File: config.mk
export PLATFORM = sky130hd
export DESIGN_NAME = flashattn_stage_sequencer
export DESIGN_NICKNAME = d
export VERILOG_FILES = /design/src/rtl/flashattn_stage_sequencer.sv
export SDC_FILE = /design/constraint.sdc
export NUM_CORES = 1
export LEC_CHECK = 0
export CORE_MARGIN = 2
export CORE_UTILIZATION = 30
export CTS_BUF_LIST = sky130_fd_sc_hd__clkbuf_8
export DETAILED_ROUTE_END_ITERATION = 8
export GPL_TIMING_DRIVEN = 0
export MAX_ROUTING_LAYER = met4
export SLEW_MARGIN = 30
export SYNTH_ARGS = -nofsm -noshare
export SYNTH_HDL_FRONTEND = slang
export SYNTH_SLANG_ARGS = --single-unit
File: constraint.sdc
create_clock -name ap_clk -period 3.99 [get_ports ap_clk]
set_clock_uncertainty 0.1 [all_clocks]
set_input_delay 0.5985 -clock ap_clk [delete_from_list [all_inputs] [get_ports ap_clk]]
set_output_delay 0.5985 -clock ap_clk [all_outputs]
set_load 0.1 [all_outputs]
File: src/rtl/flashattn_stage_sequencer.sv
// ap_ctrl_hs sequencer for the Read_Q -> (Read_K_and_V -> Attention_Loop) x N flash-attention
// dataflow, with per-stage busy-cycle counters, a KV tile index and a stall watchdog.
module flashattn_stage_sequencer #(
    parameter int CNT_W   = 32,
    parameter int TILE_W  = 8,
    parameter int TIMEOUT = 65535
) (
    input  logic              ap_clk,
    input  logic              ap_rst_n,
    input  logic              ap_start,
    output logic              ap_done,
    output logic              ap_ready,
    output logic              ap_idle,
    input  logic [TILE_W-1:0] num_kv_tiles,
    output logic              q_start,
    output logic              kv_start,
    output logic              attn_start,
    input  logic              q_ready,
    input  logic              kv_ready,
    input  logic              attn_ready,
    input  logic              q_done,
    input  logic              kv_done,
    input  logic              attn_done,
    output logic [TILE_W-1:0] tile_idx,
    output logic [2:0]        stage,
    output logic [CNT_W-1:0]  q_cycles,
    output logic [CNT_W-1:0]  kv_cycles,
    output logic [CNT_W-1:0]  attn_cycles,
    output logic              err,
    input  logic              clear_err
);

    typedef enum logic [2:0] {
        IDLE     = 3'd0,
        Q_RUN    = 3'd1,
        KV_RUN   = 3'd2,
        ATTN_RUN = 3'd3,
        FIN      = 3'd4,
        ERR      = 3'd5
    } state_t;

    localparam logic [CNT_W-1:0]  CNT_ONE  = CNT_W'(1);
    localparam logic [TILE_W:0]   TILE_ONE = (TILE_W + 1)'(1);
    localparam logic [31:0]       WD_LIMIT = 32'(TIMEOUT);

    state_t             state_q, state_d;
    logic [TILE_W-1:0]  n_q, n_d;
    logic [TILE_W-1:0]  tile_q, tile_d;
    logic [CNT_W-1:0]   q_cyc_q, q_cyc_d;
    logic [CNT_W-1:0]   kv_cyc_q, kv_cyc_d;
    logic [CNT_W-1:0]   attn_cyc_q, attn_cyc_d;
    logic [31:0]        wd_cnt_q, wd_cnt_d;
    logic               q_start_q, q_start_d;
    logic               kv_start_q, kv_start_d;
    logic               attn_start_q, attn_start_d;
    logic               err_q, err_d;

    logic               run_start, run_ready, run_done;
    logic               stage_done, wd_expired;

    function automatic logic [CNT_W-1:0] sat_inc(input logic [CNT_W-1:0] v);
        return (&v) ? v : v + CNT_ONE;
    endfunction

    always_comb begin
        run_start = 1'b0;
        run_ready = 1'b0;
        run_done  = 1'b0;
        case (state_q)
            Q_RUN:    begin run_start = q_start_q;    run_ready = q_ready;    run_done = q_done;    end
            KV_RUN:   begin run_start = kv_start_q;   run_ready = kv_ready;   run_done = kv_done;   end
            ATTN_RUN: begin run_start = attn_start_q; run_ready = attn_ready; run_done = attn_done; end
            default:  ;
        endcase
        // A done only counts once the child has taken its start (same-cycle ready is fine).
        stage_done = run_done && (run_ready || !run_start);
        wd_expired = (TIMEOUT != 0) && ((wd_cnt_q + 32'd1) >= WD_LIMIT);
    end

    always_comb begin
        state_d      = state_q;
        n_d          = n_q;
        tile_d       = tile_q;
        q_cyc_d      = q_cyc_q;
        kv_cyc_d     = kv_cyc_q;
        attn_cyc_d   = attn_cyc_q;
        wd_cnt_d     = wd_cnt_q;
        q_start_d    = q_start_q;
        kv_start_d   = kv_start_q;
        attn_start_d = attn_start_q;
        err_d        = err_q;

        if (state_q == Q_RUN)    q_cyc_d    = sat_inc(q_cyc_q);
        if (state_q == KV_RUN)   kv_cyc_d   = sat_inc(kv_cyc_q);
        if (state_q == ATTN_RUN) attn_cyc_d = sat_inc(attn_cyc_q);

        if (state_q == Q_RUN    && q_ready)    q_start_d    = 1'b0;
        if (state_q == KV_RUN   && kv_ready)   kv_start_d   = 1'b0;
        if (state_q == ATTN_RUN && attn_ready) attn_start_d = 1'b0;

        case (state_q)
            IDLE: begin
                if (ap_start) begin
                    n_d        = num_kv_tiles;
                    tile_d     = '0;
                    q_cyc_d    = '0;
                    kv_cyc_d   = '0;
                    attn_cyc_d = '0;
                    wd_cnt_d   = '0;
                    q_start_d  = 1'b1;
                    state_d    = Q_RUN;
                end
            end
            Q_RUN, KV_RUN, ATTN_RUN: begin
                if (stage_done) begin
                    wd_cnt_d     = '0;
                    q_start_d    = 1'b0;
                    kv_start_d   = 1'b0;
                    attn_start_d = 1'b0;
                    if (state_q == Q_RUN) begin
                        if (n_q != '0) begin
                            kv_start_d = 1'b1;
                            state_d    = KV_RUN;
                        end else begin
                            state_d    = FIN;
                        end
                    end else if (state_q == KV_RUN) begin
                        attn_start_d = 1'b1;
                        state_d      = ATTN_RUN;
                    end else if (({1'b0, tile_q} + TILE_ONE) < {1'b0, n_q}) begin
                        tile_d     = tile_q + TILE_ONE[TILE_W-1:0];
                        kv_start_d = 1'b1;
                        state_d    = KV_RUN;
                    end else begin
                        state_d    = FIN;
                    end
                end else if (wd_expired) begin
                    q_start_d    = 1'b0;
                    kv_start_d   = 1'b0;
                    attn_start_d = 1'b0;
                    err_d        = 1'b1;
                    state_d      = ERR;
                end else begin
                    wd_cnt_d = wd_cnt_q + 32'd1;
                end
            end
            FIN: state_d = IDLE;
            ERR: begin
                if (clear_err) begin
                    err_d   = 1'b0;
                    state_d = IDLE;
                end
            end
            default: state_d = IDLE;
        endcase
    end

    always_ff @(posedge ap_clk or negedge ap_rst_n) begin
        if (!ap_rst_n) begin
            state_q      <= IDLE;
            n_q          <= '0;
            tile_q       <= '0;
            q_cyc_q      <= '0;
            kv_cyc_q     <= '0;
            attn_cyc_q   <= '0;
            wd_cnt_q     <= '0;
            q_start_q    <= 1'b0;
            kv_start_q   <= 1'b0;
            attn_start_q <= 1'b0;
            err_q        <= 1'b0;
        end else begin
            state_q      <= state_d;
            n_q          <= n_d;
            tile_q       <= tile_d;
            q_cyc_q      <= q_cyc_d;
            kv_cyc_q     <= kv_cyc_d;
            attn_cyc_q   <= attn_cyc_d;
            wd_cnt_q     <= wd_cnt_d;
            q_start_q    <= q_start_d;
            kv_start_q   <= kv_start_d;
            attn_start_q <= attn_start_d;
            err_q        <= err_d;
        end
    end

    assign ap_done     = (state_q == FIN);
    assign ap_ready    = (state_q == FIN);
    assign ap_idle     = (state_q == IDLE);
    assign q_start     = q_start_q;
    assign kv_start    = kv_start_q;
    assign attn_start  = attn_start_q;
    assign tile_idx    = tile_q;
    assign stage       = state_q;
    assign q_cycles    = q_cyc_q;
    assign kv_cycles   = kv_cyc_q;
    assign attn_cycles = attn_cyc_q;
    assign err         = err_q;

endmodule

# Yosys cells after proc, flatten, opt, wreduce, memory -nomap -nowiden
# Index checks and enable logic that the tools add are counted.
[word_totals]
register_bits = 151
input_bits = 18
word_cells = 110
[classes]
n_addsub = 6
magnitude_cmp = 2
n_eq_ne = 15
muxes = 57
n_reduce_logical = 19
[ops]
columns = ["operator", "n"]
rows = [
  ["$mux W32", 15],
  ["$add A32 B1 Y32 const B", 4],
  ["$reduce_and A32 Y1", 3],
  ["$pmux W32 S2", 1],
  ["$mux W8", 5],
  ["$ge A32 B16 Y1 const B", 1],
  ["$mux W3", 8],
  ["$mux W1", 21],
  ["$ne A2 B2 Y1 const B", 8],
  ["$pmux W8 S2", 1],
  ["$add A8 B1 Y9 const B", 1],
  ["$lt A9 B8 Y1", 1],
  ["$pmux W1 S3", 3],
  ["$pmux W3 S3", 1],
  ["$add A8 B1 Y8 const B", 1],
  ["$reduce_bool A8 Y1", 1],
  ["$eq A3 B2 Y1 const B", 2],
  ["$eq A3 B3 Y1 const B", 2],
  ["$ne A3 B3 Y1 const B", 2],
  ["$reduce_and A3 Y1", 2],
  ["$reduce_and A6 Y1", 1],
  ["$logic_and A1 B1 Y1", 4],
  ["$pmux W1 S2", 2],
  ["$reduce_and A4 Y1", 1],
  ["other kinds (7)", 8],
]

# Longest topological paths before layout
# Gate-level depths: netlist of the first run.
[logic_depth]
word_depth = 7
mapped_depth = 11
depth_no_buf = 11

# Worst setup path before layout of the first run
# Ideal clock, no wire load.
[synth_path]
path_type = "register to register"
startpoint = "register state_q[1], in the netlist stage[1]"
endpoint = "register q_cyc_q[31], in the netlist q_cycles[31]"
setup_time_ns = 0.162
arrival_time_ns = 3.305
slack_ns = 0.423
path_stages_with_launch = 7
path_buffers = 1
synth_period_minus_slack_ns = 3.567
cell_sequence = "dfrtp_1 > clkbuf_1 > or2_2 > nor2_1 > nand2_1 > o211ai_1 > o31ai_1"
[synth_via]
elab_cells_between_ends = 5
[synth_rtl]
columns = ["element", "line", "text"]
rows = [
  ["from (decl)", "46", "state_t state_q, state_d;"],
  ["from (signal assigned)", "172", "state_q <= state_d;"],
  ["$logic_not A3 Y1", "--", ""],
  ["named net ap_idle", "13", "output logic ap_idle,"],
  ["$mux W32", "101", "case (state_q)"],
  ["named net q_cyc_d[31]", "49", "logic [CNT_W-1:0] q_cyc_q, q_cyc_d;"],
  ["to (signal assigned)", "175", "q_cyc_q <= q_cyc_d;"],
  ["to (decl)", "49", ""],
]
# The timed path passes the listed nets, and every way through them passes these cells.
# A chain may end at the register's enable or synchronous reset.

# Worst setup path in the final report of the first run
[layout_path]
startpoint = "register state_q[1], in the netlist stage[1]"
endpoint = "output port ap_done"
[layout_via]
elab_chain_len = 1
[layout_rtl]
columns = ["element", "line", "text"]
rows = [
  ["$eq A3 B3 Y1", "186", "assign ap_done = (state_q == FIN);"],
  ["to (decl)", "11", "output logic ap_done,"],
]
# Every way passes these cells.

==> run summary, run 1 <==
==================================================================================================
I/O pin total .......................................................................          132
Crit Reg-Reg Startpoint ............................................................. wd_cnt_q[0]$_DFFE_PN0P_
Setup-failing EPs final .............................................................            0
Number of buffers inserted by post-CTS setup repair .................................            0
Nets@finish .........................................................................        1,078
Reg-to-Reg End ...................................................................... wd_cnt_q[5]$_DFFE_PN0P_
Average size of a mapped cell .......................................................     9.16 um2
Die outline width ...................................................................       169 um
Area added between synthesis and finish .............................................        27.2%
Total number of vias ................................................................        7,050
Portion of synthesized cell area occupied by the leading cell type ..................        46.1%
Area of the mapped netlist ..........................................................  0.00819 mm2
Area enclosed by the die boundary ...................................................   0.0286 mm2
Depth of the worst register-to-register path ........................................           10
Period utilisation layout ...........................................................        94.1%
Average wire per cell in the routed design ..........................................      16.3 um
Worst hold path depth ...............................................................            1
Post-route worst hold slack .........................................................     0.413 ns
Global-route usage over all layers ..................................................        16.6%
Async SR Flop Fraction ..............................................................         100%
Root buf cell .......................................................................     clkbuf_8
Max-Cap Viols .......................................................................            0
Number of rows created at floorplan .................................................           60
Max Freq ............................................................................    0.266 GHz
Number of distinct standard cells referenced by the synthesized netlist .............           63
Share of synthesized area occupied by flip-flops and latches ........................        46.1%
Number of buffers created by CTS ....................................................           17
Crit path time final ................................................................      3.76 ns
Area used by multi-input combinational logic ........................................  0.00417 mm2
Overall die height ..................................................................       169 um
Final core utilization ..............................................................        38.8%
Antenna violations before repair ....................................................            0
Final slew viol count ...............................................................            0
Leakage Power .......................................................................      4.44 nW
CTS tree ............................................................................        built
Setup repair after global routing missed its margin .................................           no
Critical Setup Path Class ...........................................................   reg -> out
Yosys Warn Count ....................................................................            0
Maximum number of pins on one net before global-route repair ........................           66
Starting DRC count in detailed routing ..............................................          373
Final Wtd Congestion ................................................................        0.861
1st-pass router iterations ..........................................................            5
Number of storage elements in the synthesis netlist .................................          151
Worst IR drop on VDD ................................................................       453 uV
Input/output buffers ................................................................          131
HPWL Detailed .......................................................................    16,600 um
Clock transition time at the flip-flop clock pins of the worst setup and hold paths .      0.08 ns
Number of routed nets with antenna violations .......................................            0
Worst EP arrival ....................................................................      3.06 ns
Syn Nets ............................................................................          925
Non-filler instance count after layout ..............................................        1,401
Filler cells ........................................................................        2,731
Inserted Diodes .....................................................................            0
Launching element type of the critical path .........................................     register
Max FO, Critical Path ...............................................................           10
Deepest clock path buffer count .....................................................            2
Drc violations ......................................................................            0
Initial Util ........................................................................        30.5%
Worst hold path endpoint ............................................................ q_cycles[7]$_DFF_PN0_
Synth Flop Type .....................................................................      dfrtp_1
Vias per Instance ...................................................................         5.03
Fraction of layout cells with a size suffix above 1 .................................        6.42%
Result of the run ...................................................................    completed
Cell accounting for the most synthesized area .......................................      dfrtp_1
Number of levels in the clock H-tree ................................................            4
Number of global-route vias before repair ...........................................        6,773
Global-route congestion overflow total ..............................................            0
EDFF count, synth ...................................................................            0
Actual slew at the worst max-slew pin ...............................................      1.03 ns
Power consumption ...................................................................      8.04 mW
Startpoint of the lowest-slack hold path ............................................ q_cycles[7]$_DFF_PN0_
Total routed wirelength .............................................................    22,800 um
Power Density .......................................................................   772 mW/mm2
Placed cells ........................................................................        1,368
Worst min-delay path category .......................................................   reg -> reg
Clk Latency, worst-skew pair ........................................................      0.46 ns
Global-route wire length before repair ..............................................    36,700 um
Area of all sequential standard cells ...............................................  0.00378 mm2
Kind of capture point of the worst setup path .......................................  output port
Area contributors post-synth ........................................................ dfrtp_1, nor2_1, xor2_1
R2R Setup Slk .......................................................................      0.54 ns
Gate count of the mapped netlist ....................................................          894
Number of failing hold endpoints at the final stage .................................            0
Number of clock sinks seen by CTS ...................................................          151
Required time of the critical path ..................................................      3.29 ns
Relative slew margins ...............................................................        30.8%
Placeable core region ...............................................................   0.0269 mm2
==================================================================================================
-- cells by family (layout without fill, tap and decap cells) --
kind of cell	Yosys count	after routing	synth area share [%]
compound gates	126	126	10.3
simple gates	447	447	27.8
buf+inv	60	226	3.16
mux	8	8	1.07
xor+xnor	89	89	9.52
flops	151	151	46.1
fa+ha+maj	13	13	1.99
-- where the power goes --
group | switching (mW) | leakage (nW) | internal (mW) | total (mW)
Clock | 0.647 | 0.199 | 0.589 | 1.24
Combinational | 3.41 | 2.20 | 1.06 | 4.47
Sequential | 0.443 | 2.04 | 1.90 | 2.34
-- how the worst max path moves through the flow --
stage / cells past startpoint / to / start
after floorplan: 6 / q_cycles[31]$_DFF_PN0_ / stage[1]$_DFFE_PN0P_
after global placement: 1 / attn_start$_DFF_PN0_ / ap_rst_n
after detailed placement: 10 / wd_cnt_q[5]$_DFFE_PN0P_ / wd_cnt_q[0]$_DFFE_PN0P_
after CTS: 5 / ap_ready / stage[1]$_DFFE_PN0P_
after global routing: 4 / ap_done / stage[1]$_DFFE_PN0P_
final: 4 / ap_done / stage[1]$_DFFE_PN0P_
-- synthesized netlist by cell type, drive strengths merged, types with 3 or more instances --
master and number:
clkbuf 21, buf 14, nand4 22, o22ai 4, nor4 8, nand2b 9
a22o 9, a21o 4, xnor2 41, o21ai 33, and4 21, a31oi 8
and2 26, nand3 60, a211oi 5, and3 34, nor2b 6, o211ai 9
nand2 91, nand4b 3, dfrtp 151, inv 25, a221o 3, nand3b 4
ha 13, o221ai 6, nor2 124, or3 16, xor2 48, mux2 6
a21oi 27, nor3 16
-- stage by stage --
step                      setup WS, ns  TNS, ns  instance area (um2)
after floorplan                  0.423        0                 8190
after global placement           -4.25  -638.95                 9930
after detailed placement         0.578        0                10000
after CTS                        0.134        0                10400
after global routing            0.0764        0                10400
final                            0.235        0                10400
-- cell usage in the layout (no fill, tap or decap), types with 16 or more instances in the layout --
master | Yosys | final
a21oi_1 | 27 | 27
and2_1 | 25 | 25
and3_1 | 34 | 34
and4_1 | 21 | 21
clkbuf_1 | 21 | 21
clkbuf_8 | 0 | 18
clkdlybuf4s50_1 | 0 | 126
dfrtp_1 | 151 | 151
inv_1 | 25 | 25
nand2_1 | 91 | 91
nand3_1 | 59 | 59
nand4_1 | 22 | 22
nor2_1 | 124 | 124
o21ai_0 | 32 | 32
or3_1 | 16 | 16
xnor2_1 | 41 | 41
xor2_1 | 48 | 48
-- timing repair --
action	CTS	global route
hold endpoints to repair	37	0
resized for setup	0	1
hold buffers	1	0
endpoints found under the setup margin	0	1
-- critical path, cell delays in order (launching register included) --
cell and delay [ns]:
dfrtp_1 0.42, clkbuf_1 0.24, nor2_1 0.55, and2_1 0.26
clkdlybuf4s50_1 1.14
-- flip-flops by register name, indices dropped and copies added, names as in the netlist, 3 cells and up --
name         flops
wd_cnt_q        32
attn_cycles     32
stage            3
n_q              8
q_cycles        32
kv_cycles       32
tile_idx         8
-- layout make-up --
type / instances / area share (%)
clock buffer: 18 / 2.38
clock inverter: 14 / 1.57
sequential: 151 / 36.3
timing repair buffer: 134 / 13.1
inverter: 25 / 0.901
buffer: 35 / 1.59
multi-input combinational: 683 / 40.1
tap: 341 / 4.10
-- per-layer routing --
| layer | GRT usage [%] | share of wire, % | vias up |
|---|---|---|---|
| met4 | 4.76 | 1.6 | 0 |
| li1 | - | - | 3447 |
| met1 | 22.2 | 48 | 3439 |
| met5 | - | 0 | - |
| met3 | 3.15 | 4.0 | 25 |
| met2 | 25.7 | 46 | 139 |
Note: power is estimated with default switching activity, not from simulation.
==> inputs of run 2 (changes only) <==
- CTS_CLUSTER_DIAMETER: default -> 80
==> results of run 2 <==
No change in the layout: final DEF, timing and power equal those of run 1.
